## config.mk

```make
export PLATFORM = sky130hd
export DESIGN_NAME = hpdcache_refill_arbiter
export DESIGN_NICKNAME = d
export VERILOG_FILES = /design/src/rtl/hpdcache_refill_arbiter.sv
export SDC_FILE = /design/constraint.sdc
export NUM_CORES = 1
export LEC_CHECK = 0
export BUFFER_PORTS_ARGS = -buffer_cell sky130_fd_sc_hd__buf_2
export CAP_MARGIN = 20
export CORE_AREA = 4 4 153 155
export CTS_BUF_LIST = sky130_fd_sc_hd__clkbuf_8
export DETAILED_ROUTE_END_ITERATION = 16
export DIE_AREA = 0 0 157 159
export SYNTH_ARGS = -nofsm -noshare
export SYNTH_HDL_FRONTEND = slang
export SYNTH_SLANG_ARGS = --single-unit
```

## constraint.sdc

```tcl
create_clock -name clk_i -period 2.15 [get_ports clk_i]
set_input_delay 0.3225 -clock clk_i [delete_from_list [all_inputs] [get_ports clk_i]]
set_output_delay 0.3225 -clock clk_i [all_outputs]
set_load 0.005 [all_outputs]
```

## src/rtl/hpdcache_refill_arbiter.sv

```systemverilog
// Round-robin arbiter that shares the refill downsizer write port between N_REQ sources,
// locking the grant for a whole BEATS-flit line. Define HPDCACHE_REFILL_ARB_FIXED_PRIO_EN for fixed priority.
module hpdcache_refill_arbiter #(
    parameter  int unsigned N_REQ = 2,
    parameter  int unsigned WIDTH = 128,
    parameter  int unsigned BEATS = 4,
    localparam int unsigned ID_W  = (N_REQ > 1) ? $clog2(N_REQ) : 1
) (
    input  logic                   clk_i,
    input  logic                   rst_ni,
    input  logic [N_REQ-1:0]       req_valid_i,
    output logic [N_REQ-1:0]       req_ready_o,
    input  logic [N_REQ*WIDTH-1:0] req_data_i,
    input  logic [N_REQ-1:0]       req_last_i,
    output logic                   dn_w_o,
    input  logic                   dn_wok_i,
    output logic [WIDTH-1:0]       dn_wdata_o,
    output logic [ID_W-1:0]        dn_src_o,
    output logic                   busy_o,
    output logic                   err_o
);

    localparam int unsigned       BW        = $clog2(BEATS) + 1;
    localparam logic [BW-1:0]     LAST_BEAT = BW'(BEATS - 1);
    localparam logic [ID_W-1:0]   LAST_ID   = ID_W'(N_REQ - 1);
    localparam logic [ID_W:0]     N_REQ_W   = (ID_W + 1)'(N_REQ);

    typedef enum logic {IDLE, BURST} state_e;

    state_e          state_q;
    logic [ID_W-1:0] grant_q;
    logic [ID_W-1:0] rr_q;
    logic [BW-1:0]   beat_q;
    logic            err_q;

    logic [ID_W-1:0]  sel;
    logic [ID_W:0]    idx_w;
    logic [WIDTH-1:0] data_w [N_REQ];
    logic [BW-1:0]    beat_idx;
    logic             xfer;
    logic             exp_last;

    function automatic logic [ID_W-1:0] next_rr(input logic [ID_W-1:0] last_grant);
`ifdef HPDCACHE_REFILL_ARB_FIXED_PRIO_EN
        return last_grant & '0;
`else
        return (last_grant == LAST_ID) ? '0 : last_grant + 1'b1;
`endif
    endfunction

    generate
        for (genvar gi = 0; gi < N_REQ; gi++) begin : g_req
            assign data_w[gi]      = req_data_i[gi*WIDTH +: WIDTH];
            assign req_ready_o[gi] = rst_ni && dn_wok_i && (sel == ID_W'(gi));
        end
    endgenerate

    // Scan downwards so the requester closest to rr_q is the last (winning) assignment.
    always_comb begin
        sel   = grant_q;
        idx_w = '0;
        if (state_q == IDLE) begin
            sel = rr_q;
            for (int k = N_REQ - 1; k >= 0; k--) begin
                idx_w = {1'b0, rr_q} + (ID_W + 1)'(k);
                if (idx_w >= N_REQ_W) begin
                    idx_w = idx_w - N_REQ_W;
                end
                if (req_valid_i[idx_w[ID_W-1:0]]) begin
                    sel = idx_w[ID_W-1:0];
                end
            end
        end
    end

    // Push request depends only on valids and state, never on dn_wok_i.
    assign dn_w_o     = rst_ni && ((state_q == BURST) ? req_valid_i[sel] : |req_valid_i);
    assign xfer       = dn_w_o && dn_wok_i;
    assign beat_idx   = (state_q == BURST) ? beat_q : '0;
    assign exp_last   = (beat_idx == LAST_BEAT);
    assign dn_wdata_o = data_w[sel];
    assign dn_src_o   = sel;
    assign busy_o     = (state_q == BURST);
    assign err_o      = err_q;

    always_ff @(posedge clk_i or negedge rst_ni) begin
        if (!rst_ni) begin
            state_q <= IDLE;
            grant_q <= '0;
            rr_q    <= '0;
            beat_q  <= '0;
            err_q   <= 1'b0;
        end else begin
            err_q <= xfer && (req_last_i[sel] != exp_last);
            case (state_q)
                IDLE: begin
                    if (xfer) begin
                        if (BEATS == 1) begin
                            rr_q <= next_rr(sel);
                        end else begin
                            state_q <= BURST;
                            grant_q <= sel;
                            beat_q  <= BW'(1);
                        end
                    end
                end
                BURST: begin
                    if (xfer) begin
                        if (beat_q == LAST_BEAT) begin
                            state_q <= IDLE;
                            beat_q  <= '0;
                            rr_q    <= next_rr(grant_q);
                        end else begin
                            beat_q <= beat_q + 1'b1;
                        end
                    end
                end
                default: state_q <= IDLE;
            endcase
        end
    end

endmodule

```

==> qor.log <==
INFO  yosys          synthTopCellsByArea=mux2_2 (74%), dfrtp_1 (9.0%), buf_4 (3.5%)
INFO  yosys          synth_nets=449
INFO  worst_setup_path worst-path-buf-inv=4
INFO  placement      gp_congestion=0.845
INFO  job            maxCapViolCount=0
INFO  clocking       cts_max_path_buffers=2
INFO  sta            hold_viol=0
INFO  power          cellLeakagePower=2.98nW
INFO  yosys          average_footprint_of_a_synthesized_cell=10.5µm²
INFO  die            design.core.area=21800µm²
INFO  worst_setup_path criticalPathCategory=flip-flop to primary output
INFO  sta            fin_ws=-88.2ps
INFO  die            floorplan.die.height=159µm
INFO  run_status     violations=setup timing
INFO  worst_setup_path reg2reg_depth=6
INFO  worst_setup_path regToRegStartpoint=busy_o$_DFF_PN0_
INFO  global_route   number_of_antenna_violations_at_the_first_check_in_global_routing=2
INFO  sta            worst_slew_pin_slew=580ps
INFO  yosys          synth_xor_area_share=0%
INFO  global_route   grt_pass1_wl=18.4mm
INFO  worst_setup_path critical_path_end_type=primary output
INFO  worst_setup_path cp_top_family=buffers and inverters
INFO  detailed_routing drt_first_pass_iters=4
INFO  yosys          yosys_register_bits=7
INFO  die            placement_rows=54
INFO  detailed_routing first_drt_iteration_drcs=95
INFO  layout         stdcell_area=5610µm²
INFO  worst_setup_path setup.reg_to_reg.worst_slack=160ps
INFO  die            die_area=25000µm²
INFO  die            initial_utilization=8.92%
INFO  sta            setup_violators_final=110
INFO  die            die_w=157µm
INFO  detailed_routing drc=0
INFO  worst_setup_path cp_common_cell=buf_6
INFO  yosys          postSynthCellCount=185
INFO  detailed_routing ant_nets=0
INFO  placement      place_hpwl=11.9mm
INFO  layout         layout-area-overhead-vs-synth=188%
INFO  global_route   gr-total-overflow=0
INFO  global_route   grt_pass1_vias=3365
INFO  yosys          synth_compound_area_share=4.44%
INFO  worst_setup_path path_depth=7
INFO  sta            max_freq=447MHz
INFO  worst_setup_path worst_path_slowest_cell=dfrtp_2
INFO  yosys          synth.most_common_cell=mux2_2
INFO  sta            relSlewSlack=61.0%
INFO  yosys          synth.lib_cells_used.distinct=27
INFO  hold_path      hold_start=req_last_i[1]
INFO  worst_setup_path crit_path_max_fanout=10
INFO  clocking       clk_latency=230ps
INFO  worst_setup_path critPathMaxStageDelay=410ps
INFO  clocking       clkSinkCount=7
INFO  sta            hold_ws=468ps
INFO  worst_setup_path origin_of_the_worst_setup_path=rr_q$_DFFE_PN0P_
INFO  layout         drive_gt1_share=93.8%
INFO  detailed_routing routed_wire_length=14.7mm
INFO  yosys          synth-edff-count=0
INFO  hold_path      hp-class=primary input to flip-flop
INFO  clocking       cts.htree.levels=1
INFO  sta            period_minus_slack=2240ps
INFO  yosys          async_flop_share=100%
INFO  die            design.portCount=397
INFO  detailed_routing route.detailed.vias_per_inst=3.68
INFO  yosys          mappedNetlistArea=1950µm²
INFO  layout         nets=863
INFO  yosys          synth_top_family_by_area=multiplexers
INFO  global_route   pin_count_of_the_biggest_net_entering_global_routing=22
INFO  sta            final_max_slew_violation_count=0
INFO  layout         nFillCells=2310
INFO  sta            rsz0062_at_grt=true
INFO  yosys          ys_top_cells_by_count=mux2_2 (128), buf_4 (9), dfrtp_1 (7)
INFO  power          vdd_ir_drop_max=0.000683V
INFO  yosys          dominantRegCellSynth=dfrtp_1
INFO  worst_setup_path timing.critical_path.to=dn_wdata_o[63]
INFO  worst_setup_path critPathLaunchType=flip-flop
INFO  placement      placement.cell_area=4350µm²
INFO  run_status     outcome=finished, violations left
INFO  yosys          synth.area.mux_share=75.7%
INFO  yosys          yosysTopAreaCellShare=74.1%
INFO  sta            period_share=104%
INFO  worst_setup_path cp_data_arrival_time=1920ps
INFO  clocking       clock_tree.root_cell=clkbuf_8
INFO  yosys          synth_top_area_cell=mux2_2
INFO  detailed_routing wl_per_cell=16.7µm
INFO  yosys          synth_seq_area_share=9.00%
INFO  yosys          synthesis.yosys.warnings=0
INFO  clocking       clock_transition_at_the_registers_of_the_reported_paths=40ps
INFO  worst_setup_path critical_path.cell_chain=a21oi_4 -> o31ai_4 -> buf_6 -> buf_12 -> clkbuf_16 -> mux2_2 -> buf_6
INFO  detailed_routing overall_via_count_from_detail_route=3238
INFO  power          power.density=1090nW/µm²
INFO  sta            clock-skew-final=1.19ps
INFO  yosys          synth_simple_gate_area_share=4.12%
INFO  worst_setup_path cp_data_required_time=1830ps
INFO  global_route   grt_use_total=9.32%
INFO  placement      place.port_buffers=396
INFO  yosys          adder_and_majority_cell_fraction_of_the_synthesized_area=0.643%
INFO  worst_setup_path capturing_point_of_the_worst_reg2reg_path=err_o$_DFF_PN0_
INFO  clocking       num_cts_buffers=3
INFO  placement      dpl_worst_slack=16.2ps
INFO  clocking       cts_tree=yes
## worst reg2reg max path, delay by kind of cell (launching register included)
kind / cells / cell delay (ps)
and+or+nand+nor: 3 / 990
buffers and inverters: 2 / 280
muxes: 1 / 220
DFF: 1 / 440
## metal layers
layer | vias to the layer above | wire (µm) | GRT usage [%]
li1 | 1526 | - | -
met1 | 1513 | 5400 | 10.5
met2 | 193 | 8030 | 18.6
met3 | 6 | 1130 | 1.44
met4 | 0 | 127 | 1.10
met5 | - | 0 | 0
## layout by cell type (no fill, tap or decap), types with 3 or more instances in the layout
| cell type | netlist | routed |
|---|---|---|
| inv_1 | 3 | 3 |
| buf_12 | 0 | 8 |
| mux2_2 | 128 | 35 |
| mux2_4 | 0 | 93 |
| diode_2 | 0 | 3 |
| buf_8 | 0 | 7 |
| buf_4 | 9 | 3 |
| buf_6 | 1 | 93 |
| clkbuf_8 | 0 | 3 |
| buf_2 | 5 | 308 |
| nand2_1 | 5 | 5 |
| dfrtp_1 | 7 | 5 |
## logic make-up after synthesis
kind of cell | after synthesis
DFF | 7
adders and majority gates | 1
and+or+nand+nor | 16
AOI/OAI and AO/OA | 11
buffers and inverters | 19
muxes | 131
## power by group
group	leakage [nW]	total, mW	internal, mW	switching (mW)
clock network	0.0255	0.189	0.126	0.0634
logic	2.88	5.69	3.72	1.97
registers	0.0804	0.232	0.180	0.0519
total	2.98	6.11	4.02	2.09
## how the worst min path moves through the flow
stage / to / slack, ps / cells after the start
after floorplan: beat_q[0]$_DFFE_PN0P_ / 30 / 0
after global placement: beat_q[1]$_DFFE_PN0P_ / 200 / 1
after detailed placement: beat_q[1]$_DFFE_PN0P_ / 190 / 1
after CTS: err_o$_DFF_PN0_ / 480 / 3
after global routing: err_o$_DFF_PN0_ / 490 / 3
final: err_o$_DFF_PN0_ / 470 / 3
## flip-flops by register name, summed over array words and instances, names as in the netlist
name,flops
rr_q,1
err_o,1
grant_q,1
busy_o,1
beat_q,3
## repair_timing
action / 4_1_cts / 5_1_grt
gates resized for setup: 32 / 190
hold endpoints to repair: 7 / 0
hold buffers: 1 / 0
buffers inserted: 3 / 1
cloned: 3 / 2
setup endpoints to repair: 126 / 128
pin swaps: 1 / 2
## area by class of cell
type                       count  area, µm²  share of cell area [%]
inverter                       4       15.0                   0.268
antenna                        3       7.51                   0.134
multi-input combinational    159       2010                    35.9
clock buffer                   3       41.3                   0.736
timing repair buffer         424       3000                    53.4
clock inverter                 1       5.00                  0.0892
tap                          280        350                    6.25
sequential                     7        178                    3.17
## stage by stage
| stage | TNS [ps] | cells | power (mW) | util [%] |
|---|---|---|---|---|
| detailed placement | 0 | 865 | 3.87 | 20.0 |
| floorplan | 0 | 185 | 2.28 | - |
| global placement | 0 | 865 | 3.84 | 20.0 |
| global route | -15710 | 880 | 6.49 | 25.7 |
| finish | -5540 | 881 | 6.11 | 25.7 |
| CTS | -6680 | 876 | 4.64 | 21.2 |
Power figures use the tool's default switching activity.
